### src/rtl/alu_seq_if.sv
// alu_seq_if
// Request/response bundle for the sequential execute-stage ALU.
//   in_valid / in_ready : request handshake (producer -> ALU)
//   op, in1, in2        : operation code and operands, qualified by in_valid
//   out_valid/out_ready : result handshake (ALU -> consumer)
//   out, err            : result and illegal-op flag, qualified by out_valid
// The master modport is the producer/consumer side; the slave modport is the ALU.
interface alu_seq_if #(
    parameter int N = 32
);
    logic         in_valid;
    logic         in_ready;
    logic [3:0]   op;
    logic [N-1:0] in1;
    logic [N-1:0] in2;
    logic         out_valid;
    logic         out_ready;
    logic [N-1:0] out;
    logic         err;

    modport master (
        output in_valid, op, in1, in2, out_ready,
        input  in_ready, out_valid, out, err
    );

    modport slave (
        input  in_valid, op, in1, in2, out_ready,
        output in_ready, out_valid, out, err
    );
endinterface

### src/rtl/alu_seq.sv
// alu_seq
// Sequential integer ALU: single-cycle ADD/SUB/logic/shift/compare, plus
// iterative shift-add multiply (MUL/MULHU) and restoring divide (DIVU/REMU)
// taking N iterations. Results are held in DONE until the consumer takes them.
// Ports:
//   clk   : clock, rising edge
//   rst_n : synchronous active-low reset
//   bus   : alu_seq_if slave (request and result handshakes)
module alu_seq #(
    parameter int N = 32
) (
    input  logic     clk,
    input  logic     rst_n,
    alu_seq_if.slave bus
);
    localparam int SW = $clog2(N);
    localparam int CW = $clog2(N) + 1;

    typedef enum logic [1:0] {IDLE, BUSY, DONE} state_t;

    state_t         state;
    state_t         state_next;

    logic [3:0]     op_q;
    logic [N-1:0]   a_q;
    logic [N-1:0]   b_q;
    logic [2*N-1:0] acc;
    logic [CW-1:0]  cnt;
    logic [N-1:0]   out_q;
    logic           err_q;

    logic           accept;
    logic           iterative;
    logic           div_zero;
    logic [SW-1:0]  shamt;
    logic [N-1:0]   quick_res;
    logic           quick_err;

    logic [N:0]     mul_sum;
    logic [2*N-1:0] mul_next;
    logic [N:0]     div_shift;
    logic [N-1:0]   div_diff;
    logic           div_ge;
    logic [2*N-1:0] div_next;
    logic [2*N-1:0] acc_next;
    logic [N-1:0]   iter_res;

    assign bus.in_ready  = (state == IDLE) && rst_n;
    assign bus.out_valid = (state == DONE);
    assign bus.out       = out_q;
    assign bus.err       = err_q;

    assign accept    = bus.in_valid && bus.in_ready;
    assign iterative = (bus.op >= 4'd10) && (bus.op <= 4'd13);
    assign div_zero  = ((bus.op == 4'd12) || (bus.op == 4'd13)) && (bus.in2 == '0);
    assign shamt     = bus.in2[SW-1:0];

    // Results that are ready straight from the request operands. Divide by
    // zero lands here too, since it never enters the iterative loop.
    always_comb begin
        quick_res = '0;
        quick_err = 1'b0;
        case (bus.op)
            4'd0:  quick_res = bus.in1 + bus.in2;
            4'd1:  quick_res = bus.in1 - bus.in2;
            4'd2:  quick_res = bus.in1 ^ bus.in2;
            4'd3:  quick_res = bus.in1 | bus.in2;
            4'd4:  quick_res = bus.in1 & bus.in2;
            4'd5:  quick_res = bus.in1 << shamt;
            4'd6:  quick_res = bus.in1 >> shamt;
            4'd7:  quick_res = N'($signed(bus.in1) >>> shamt);
            4'd8:  quick_res = {{(N-1){1'b0}}, ($signed(bus.in1) < $signed(bus.in2))};
            4'd9:  quick_res = {{(N-1){1'b0}}, (bus.in1 < bus.in2)};
            4'd12: quick_res = '1;
            4'd13: quick_res = bus.in1;
            4'd10, 4'd11: quick_res = '0;
            default: begin
                quick_res = '0;
                quick_err = 1'b1;
            end
        endcase
    end

    // One iteration of either algorithm over the shared 2N-bit accumulator.
    // Multiply: acc = {partial high, remaining multiplier bits}, LSB first.
    // Divide:   acc = {partial remainder, remaining dividend / quotient bits},
    // MSB first; when the shifted remainder fits the divisor the subtraction
    // result fits in N bits, so the carry-out bit can be dropped.
    always_comb begin
        mul_sum   = {1'b0, acc[2*N-1:N]} + (acc[0] ? {1'b0, a_q} : '0);
        mul_next  = {mul_sum, acc[N-1:1]};
        div_shift = {acc[2*N-1:N], acc[N-1]};
        div_ge    = (div_shift >= {1'b0, b_q});
        div_diff  = div_shift[N-1:0] - b_q;
        div_next  = {(div_ge ? div_diff : div_shift[N-1:0]), acc[N-2:0], div_ge};
        acc_next  = (op_q[3:1] == 3'b101) ? mul_next : div_next;
        iter_res  = op_q[0] ? acc_next[2*N-1:N] : acc_next[N-1:0];
    end

    // Next-state logic: iterative ops spend N cycles in BUSY, leaving on the
    // iteration that brings the counter to zero.
    always_comb begin
        state_next = state;
        case (state)
            IDLE:    if (accept) state_next = (iterative && !div_zero) ? BUSY : DONE;
            BUSY:    if (cnt == CW'(1)) state_next = DONE;
            DONE:    if (bus.out_ready) state_next = IDLE;
            default: state_next = IDLE;
        endcase
    end

    always_ff @(posedge clk) begin
        if (!rst_n) state <= IDLE;
        else        state <= state_next;
    end

    // Datapath registers: capture the request, step the iteration, and
    // register results. out/err are only written when entering DONE.
    always_ff @(posedge clk) begin
        if (!rst_n) begin
            op_q  <= '0;
            a_q   <= '0;
            b_q   <= '0;
            acc   <= '0;
            cnt   <= '0;
            out_q <= '0;
            err_q <= 1'b0;
        end else begin
            case (state)
                IDLE: begin
                    if (accept) begin
                        op_q <= bus.op;
                        a_q  <= bus.in1;
                        b_q  <= bus.in2;
                        if (iterative && !div_zero) begin
                            cnt <= CW'(N);
                            acc <= (bus.op[3:1] == 3'b101) ? {{N{1'b0}}, bus.in2}
                                                           : {{N{1'b0}}, bus.in1};
                        end else begin
                            out_q <= quick_res;
                            err_q <= quick_err;
                        end
                    end
                end
                BUSY: begin
                    acc <= acc_next;
                    cnt <= cnt - CW'(1);
                    if (cnt == CW'(1)) begin
                        out_q <= iter_res;
                        err_q <= 1'b0;
                    end
                end
                default: ;
            endcase
        end
    end
endmodule

### src/flat_wrapper.sv
// flat-port wrapper written by rule: the top's interface ports become plain ports
module alu_seq_flat 
#(
    parameter int N = 32
)
  (clk, rst_n, bus_in_valid, bus_op, bus_in1, bus_in2, bus_out_ready, bus_in_ready, bus_out_valid, bus_out, bus_err);
  alu_seq_if #(.N(N)) bus_i ();
  input  logic clk;
  input  logic rst_n;
  input wire logic [$bits(bus_i.in_valid)-1:0] bus_in_valid;
  input wire logic [$bits(bus_i.op)-1:0] bus_op;
  input wire logic [$bits(bus_i.in1)-1:0] bus_in1;
  input wire logic [$bits(bus_i.in2)-1:0] bus_in2;
  input wire logic [$bits(bus_i.out_ready)-1:0] bus_out_ready;
  output wire logic [$bits(bus_i.in_ready)-1:0] bus_in_ready;
  output wire logic [$bits(bus_i.out_valid)-1:0] bus_out_valid;
  output wire logic [$bits(bus_i.out)-1:0] bus_out;
  output wire logic [$bits(bus_i.err)-1:0] bus_err;
  assign bus_i.in_valid = bus_in_valid;
  assign bus_i.op = bus_op;
  assign bus_i.in1 = bus_in1;
  assign bus_i.in2 = bus_in2;
  assign bus_i.out_ready = bus_out_ready;
  assign bus_in_ready = bus_i.in_ready;
  assign bus_out_valid = bus_i.out_valid;
  assign bus_out = bus_i.out;
  assign bus_err = bus_i.err;
  alu_seq #(.N(N)) u_core (.clk(clk), .rst_n(rst_n), .bus(bus_i));
endmodule
### config.mk
export PLATFORM = sky130hd
export DESIGN_NAME = alu_seq_flat
export DESIGN_NICKNAME = d
export VERILOG_FILES = /design/src/rtl/alu_seq_if.sv /design/src/rtl/alu_seq.sv /design/src/flat_wrapper.sv
export SDC_FILE = /design/constraint.sdc
export NUM_CORES = 1
export LEC_CHECK = 0
export ABC_AREA = 1
export CAP_MARGIN = 20
export CORE_ASPECT_RATIO = 1.4
export CORE_UTILIZATION = 33
export DETAILED_ROUTE_END_ITERATION = 10
export SKIP_CTS_REPAIR_TIMING = 1
export SLEW_MARGIN = 20
export SYNTH_ARGS = -nofsm -noshare
export SYNTH_HDL_FRONTEND = slang
export SYNTH_SLANG_ARGS = --single-unit
### constraint.sdc
create_clock -name clk -period 4.49 [get_ports clk]
set_clock_uncertainty 0.1 [all_clocks]
set_input_delay 0.449 -clock clk [delete_from_list [all_inputs] [get_ports clk]]
set_output_delay 0.449 -clock clk [all_outputs]
set_load 0.1 [all_outputs]
==> results.md, run 1 <==
- Leakage power: roughly 13 nW
- TritonCTS clock tree: yes
- Avg Vias per Cell: 5.60
- Vias in the first global route: 28.5k
- Relative slew slack: roughly 25%
- Hold Path End: u_core.acc[27]
- Row count: ~110
- Setup violators final: 0
- Commonest non-fill, non-tap cell in the layout: nand2_1
- Worst-path clk slew: 70 ps
- Filler cells: just under 8k
- Max Freq: around 0.27 GHz
- Tot GR Track Use: between 30% and 40%
- Syn Area/Cell: about 5.5 sq um
- Top Ports: between 100 and 150
- Synth async-reset ratio: 0%
- Via count of the routed design: 29.2k
- RSZ-0062 raised after global routing: false
- WL final: roughly 130000 microns
- Core Footprint: between 60000 and 70000 sq um
- Hold WS: about 320 ps
- Largest net degree at the start of global routing: 85
- TritonCTS buffer count: 17
- Peak supply drop: between 0.0002 and 0.0003 V
- Max_cap viols: 0
- Syn_nets: 4482
- Placed Cells incl. Taps: a little over 5k
- # diodes: 0
- Most used DFF post-synth: dfxtp_1
- Worst r2r dst: u_core.bus.out[0]
- Kind of critical path: primary input to flop
- Yosys warns: 0
- H-tree depth: 4
- PD cells: approximately 250 nW/um^2
- Detailed-route wire length per cell: approximately 25 microns
- Starting density of the core: between 30 and 40%
- Launch point of the worst hold path: rst_n
- Nets: around 4.5k
- Sequential share of the synthesized area: between 10% and 20%
- Worst R2R Setup Slack: 1000 ps
- Root buffer cell: clkbuf_16
- Final ANT Viol Nets: 0
- Final cycle utilization of the critical path: between 80% and 90%
- GP Congestion: approximately 1.1
- Post-DP HPWL: between 100000 and 150000 microns
- Die H: roughly 320 microns
- Critical Path AT: 4040 ps
- Sink Count: 173
- DR iter-0 viols: between 2k and 3k
- Required time of the critical path: approximately 4800 ps
- Seq cells post-synth: approximately 170
- Leading cell types in the layout, fill and taps excluded: nand2_1, nand3_1, inv_1
- Synth cell types: 55
- Worst-case reg-to-reg path depth: 16
- Outcome: finished, final reports clean
- TNS Setup: 0 ps
- Cell count after synthesis: roughly 4.2k
- Post-synth EDFFs: 0
- Fin crit period: ~3800 ps
- Clk Latency, worst-skew pair: approximately 480 ps
- Critical Path Sink Type: flop
- Grt ovf: 0
- Setup crit start kind: primary input
- Final hold vios: 0
- Max clock buf depth: 2
- Least-Margin Pin Slew: approximately 1100 ps
- Die area: 71300 sq um
- Area Growth Syn to Fin: 12.1%
- Port bufs: around 110
- Cell area after synthesis: between 20000 and 25000 sq um
- Crit path from: bus_in2[13]
- Worst Hold Depth: 2
- Die width: 226 microns
- DR pass1 iterations: 6
- First-pass GRT wire length: roughly 190000 microns
- Final Max Slew Viols: 0
- Final Instance Count excl. Fillers: roughly 5.2k
- Min-Delay Path Class: primary input to flop
- Crit-path max FO: 10
- Initial antenna violation count: 0
- Seq. cell area: 3460 sq um
- Drt drc: 0
- Share of layout cells above drive strength 1: under 10%
- RR Startpoint: u_core.b_q[28]
- Area of the multi-input gates: about 17000 sq um
[sequential cells by signal, indices dropped and copies added (netlist names)]
name	flops
u_core.b_q	32
u_core.state	2
u_core.cnt	6
u_core.a_q	32
u_core.op_q	4
u_core.bus.err	1
u_core.bus.out	32
u_core.acc	64
[through the flow]
step / total power [mW] / setup WS (ps) / utilization, % / cell area [sq um]
after floorplan: 3.69 / 1190 / - / 23200
after global placement: 4.83 / 368 / 36.7 / 25400
after detailed placement: 4.82 / 427 / 36.7 / 25400
after CTS: 6.34 / 925 / 37.6 / 26000
after global routing: 6.67 / 684 / 37.6 / 26000
final: 6.41 / 726 / 37.6 / 26000
[how the worst max path moves through the flow]
stage	to	cells past startpoint
after global routing	u_core.bus.out[18]	16
final	u_core.bus.out[18]	15
after floorplan	u_core.bus.out[21]	14
after detailed placement	u_core.bus.out[24]	17
after global placement	u_core.bus.out[18]	15
after CTS	u_core.bus.out[24]	17
[report_power, final]
part / switching, mW / total, mW / internal, mW
sequential: 0.131 / 1.80 / 1.67
clock: 0.796 / 1.54 / 0.745
combinational: 2.28 / 3.08 / 0.801
total: 3.20 / 6.41 / 3.21
[worst max-delay path, cell delays in order]
cell and delay (ps):
clkdlybuf4s50_1 640, inv_1 160, ha_1 470, nor2_1 340, nand2_1 430, nor2_1 430, nand4_1 310, nand3_1 180
nand2_1 60, nand3_1 70, nand4_1 110, nand2_1 160, nand3_1 90, nand2_1 80, inv_1 30
[final cells by class]
cell class / instances / share of cell area [%]
Multi-Input combinational cell: 3348 / 65.0
Clock buffer: 18 / 1.69
Sequential cell: 173 / 13.3
Inverter: 519 / 7.50
Clock inverter: 14 / 0.486
Tap cell: 928 / 4.47
Timing Repair Buffer: 220 / 7.49
[cell usage after synthesis (6+ instances only)]
cell type / n / area share (%)
a211oi_1: 14 / 0.45
a21o_1: 6 / 0.19
a21oi_1: 261 / 5.6
and2_1: 12 / 0.32
buf_1: 31 / 0.50
buf_2: 67 / 1.4
clkbuf_1: 86 / 1.4
dfxtp_1: 173 / 15
ha_1: 170 / 9.2
inv_1: 497 / 8.1
inv_2: 18 / 0.29
mux2i_1: 18 / 0.78
nand2_1: 1307 / 21
nand2_2: 9 / 0.24
nand3_1: 612 / 13
nand3b_1: 23 / 0.75
nand4_1: 58 / 1.6
nor2_1: 325 / 5.3
nor2_2: 11 / 0.30
nor3_1: 42 / 0.91
nor4_1: 6 / 0.16
o2111ai_1: 6 / 0.23
o211ai_1: 33 / 1.1
o21a_1: 15 / 0.49
o21ai_0: 292 / 6.3
o21ai_1: 12 / 0.26
o21bai_1: 12 / 0.39
o22a_1: 20 / 0.76
o22ai_1: 16 / 0.43
xnor2_1: 11 / 0.42
xor2_1: 17 / 0.64
[cells by family after synthesis]
group / Yosys count / synth area share, %
DFF: 173 / 14.9
and+or+nand+nor: 2425 / 44.6
buffers and inverters: 715 / 12.2
AOI/OAI and AO/OA: 703 / 16.8
xor gates and xnor gates: 28 / 1.06
adders and majority gates: 174 / 9.53
muxes: 18 / 0.778
[per-layer routing]
layer	GRT usage [%]	routed length, microns	part of all wire, %
met1	39.0	47900	37
met2	64.2	63500	48
met3	4.27	7510	5.7
met4	29.5	12000	9.2
met5	0	0	0
No activity file was read; power rests on OpenSTA's default activity.
==> run 2: changes to the inputs <==
==> constraint.sdc (replaced) <==
create_clock -name clk -period 3.3 [get_ports clk]
set_clock_uncertainty 0.1 [all_clocks]
set_input_delay 0.33 -clock clk [delete_from_list [all_inputs] [get_ports clk]]
set_output_delay 0.33 -clock clk [all_outputs]
set_load 0.1 [all_outputs]
==> run 2 against run 1 <==
Global-route usage decreased by 0.18 points; non-clock buffer count up 335; core utilization is 4.0 points higher; flip-flop and latch count stayed put; first-iteration DRC count fell by 5.5%; via count grew 3.9%; highest routed layer unchanged.
==> results.md, run 2 (same netlist as run 1, synthesis figures left out) <==
- Seq. cell area: 3460 sq um
- TNS Setup: 0 ps
- Flop pwr share: between 20% and 30%
- Least-Margin Pin Slew: around 990 ps
- Internal: between 4 and 5 mW
- Root buffer cell: clkbuf_16
- Max Freq: 0.321 GHz
- Kind of critical path: flop to flop
- Post-DP HPWL: 109000 microns
- Avg Vias per Cell: about 5.5
- Required time of the critical path: 3570 ps
- Area of the multi-input gates: approximately 17000 sq um
- Largest net degree at the start of global routing: between 100 and 150
- Most used cell, CP: nand2_1
- Crit-path cells: inv_1 > ha_2 > inv_1 > fa_1 > nand2_1 > nand2_1 > and2_1 > nand2_1 > nand2_1 > nand2_1 > nand3_1 > nand2_1 > nand3_1 > nand3_1 > nand3_1 > nand2_1 > nand3_1 > nand2_1 > inv_1
- Fin crit period: 3120 ps
- Grt met3 use: 3.77%
- Die H: roughly 320 microns
- Final worst setup slack: 185 ps
- DR iter-0 viols: roughly 2.5k
- Final ANT Viol Nets: 0
- Net switching power: ~4.3 mW
- Worst path slowest cell: fa_1
- Share of layout cells above drive strength 1: ~12%
- Clock power frac: a little under a quarter
- Leading cell types in the layout, fill and taps excluded: nand2_1, nand3_1, inv_1
- Core Footprint: around 69000 sq um
- Net Sw Frac: a little under half
- Max reg flops: 64
- Nets: approximately 4.9k
- Met1 Use GR: 38.6%
- Setup crit start kind: flop
- Outcome: finished, final reports clean
- Place WS: -124 ps
- Peak supply drop: between 0.0002 and 0.0003 V
- Max clock buf depth: 2
- Area Growth Syn to Fin: 24.0%
- H-tree depth: 4
- Final Instance Count excl. Fillers: around 5.6k
- First-pass GRT wire length: between 150000 and 200000 microns
- Worst-path clk slew: 80 ps
- Combinational share of power: 50.5%
- Final hold vios: 0
- GR Util met2: 63.8%
- WL final: 131000 microns
- RSZ-0062 raised after global routing: false
- Commonest non-fill, non-tap cell in the layout: nand2_1
- Placed Cells incl. Taps: 5522
- # diodes: 0
- Detailed-route wire length per cell: about 23 microns
- Crit-path max FO: 3
- Final Max Slew Viols: 0
- Port bufs: around 110
- Critical Path Sink Type: flop
- Grt ovf: 0
- Top Ports: ~110
- Busiest grt layer: met2
- Largest register by flop count: u_core.acc
- TritonCTS clock tree: yes
- Drt drc: 0
- Die area: between 70000 and 80000 sq um
- Max_cap viols: 0
- Via count of the routed design: approximately 30k
- Initial antenna violation count: 0
- Min-Delay Path Class: primary input to flop
- Tot GR Track Use: a little over a third
- Filler cells: approximately 7.9k
- GP Congestion: around 1.1
- Utilization after layout: 41.5%
- Leakage power: about 15 nW
- TritonCTS buffer count: 17
- Starting density of the core: 33.5%
- DR pass1 iterations: 6
- Sink Count: about 170
- Setup violators final: 0
- PD cells: roughly 320 nW/um^2
- Clk Latency, worst-skew pair: 460 ps
- Vias in the first global route: slightly below 30k
- Critical Path AT: 3390 ps
- Row count: between 100 and 150
- Final cycle utilization of the critical path: 94.4%
- Die width: around 230 microns
- Slowest stage delay, CP: 390 ps
- Relative slew slack: 33.5%
## run 2: metal layers
layer  vias to the layer above  wire, microns
met5                         -              0
met2                      1304          63100
li1                      14600              -
met4                         0          12500
met1                     14000          47700
met3                       397           7260
## run 2: stage by stage
step	total power [mW]	hold WS [ps]	area, sq um
3_5_place_dp	7.00	370	28100
6_report	9.20	375	28700
2_1_floorplan	5.02	346	23200
3_3_place_gp	7.00	361	28100
5_1_grt	9.59	404	28700
4_1_cts	9.10	359	28700
## run 2: final cells by class
type	count	area share [%]
clock buffers	18	1.49
clock inverters	13	0.531
inverters	519	6.78
multi-input cells	3348	58.9
flip-flops and latches	173	12.1
well taps	928	4.04
repair buffers	555	16.2
## run 2: worst max-delay path: cells and delay by family (launching register included)
kind / cells / cell delay, ps
adder cells (fa/ha/maj): 2 / 670
flip-flops: 1 / 310
AND/OR/NAND/NOR: 14 / 1680
buffers and inverters: 3 / 270
## run 2: final timing paths
check / start / end / slack, ps / cells past startpoint
worst min register to register: u_core.acc[6] / u_core.acc[6] / 370 / 2
worst max-delay path: u_core.acc[31] / u_core.bus.out[24] / 180 / 19
worst max register to register: u_core.acc[31] / u_core.bus.out[24] / 180 / 19
worst min-delay path: bus_in2[3] / u_core.acc[3] / 370 / 5
## run 2: power by group through the flow
stage / sequential (mW) / combinational, mW / clock, mW
floorplan: 2.91 / 2.11 / 0
global placement: 2.48 / 4.52 / 0
detailed placement: 2.48 / 4.52 / 0
CTS: 2.43 / 4.54 / 2.13
global route: 2.45 / 4.93 / 2.21
finish: 2.44 / 4.65 / 2.11
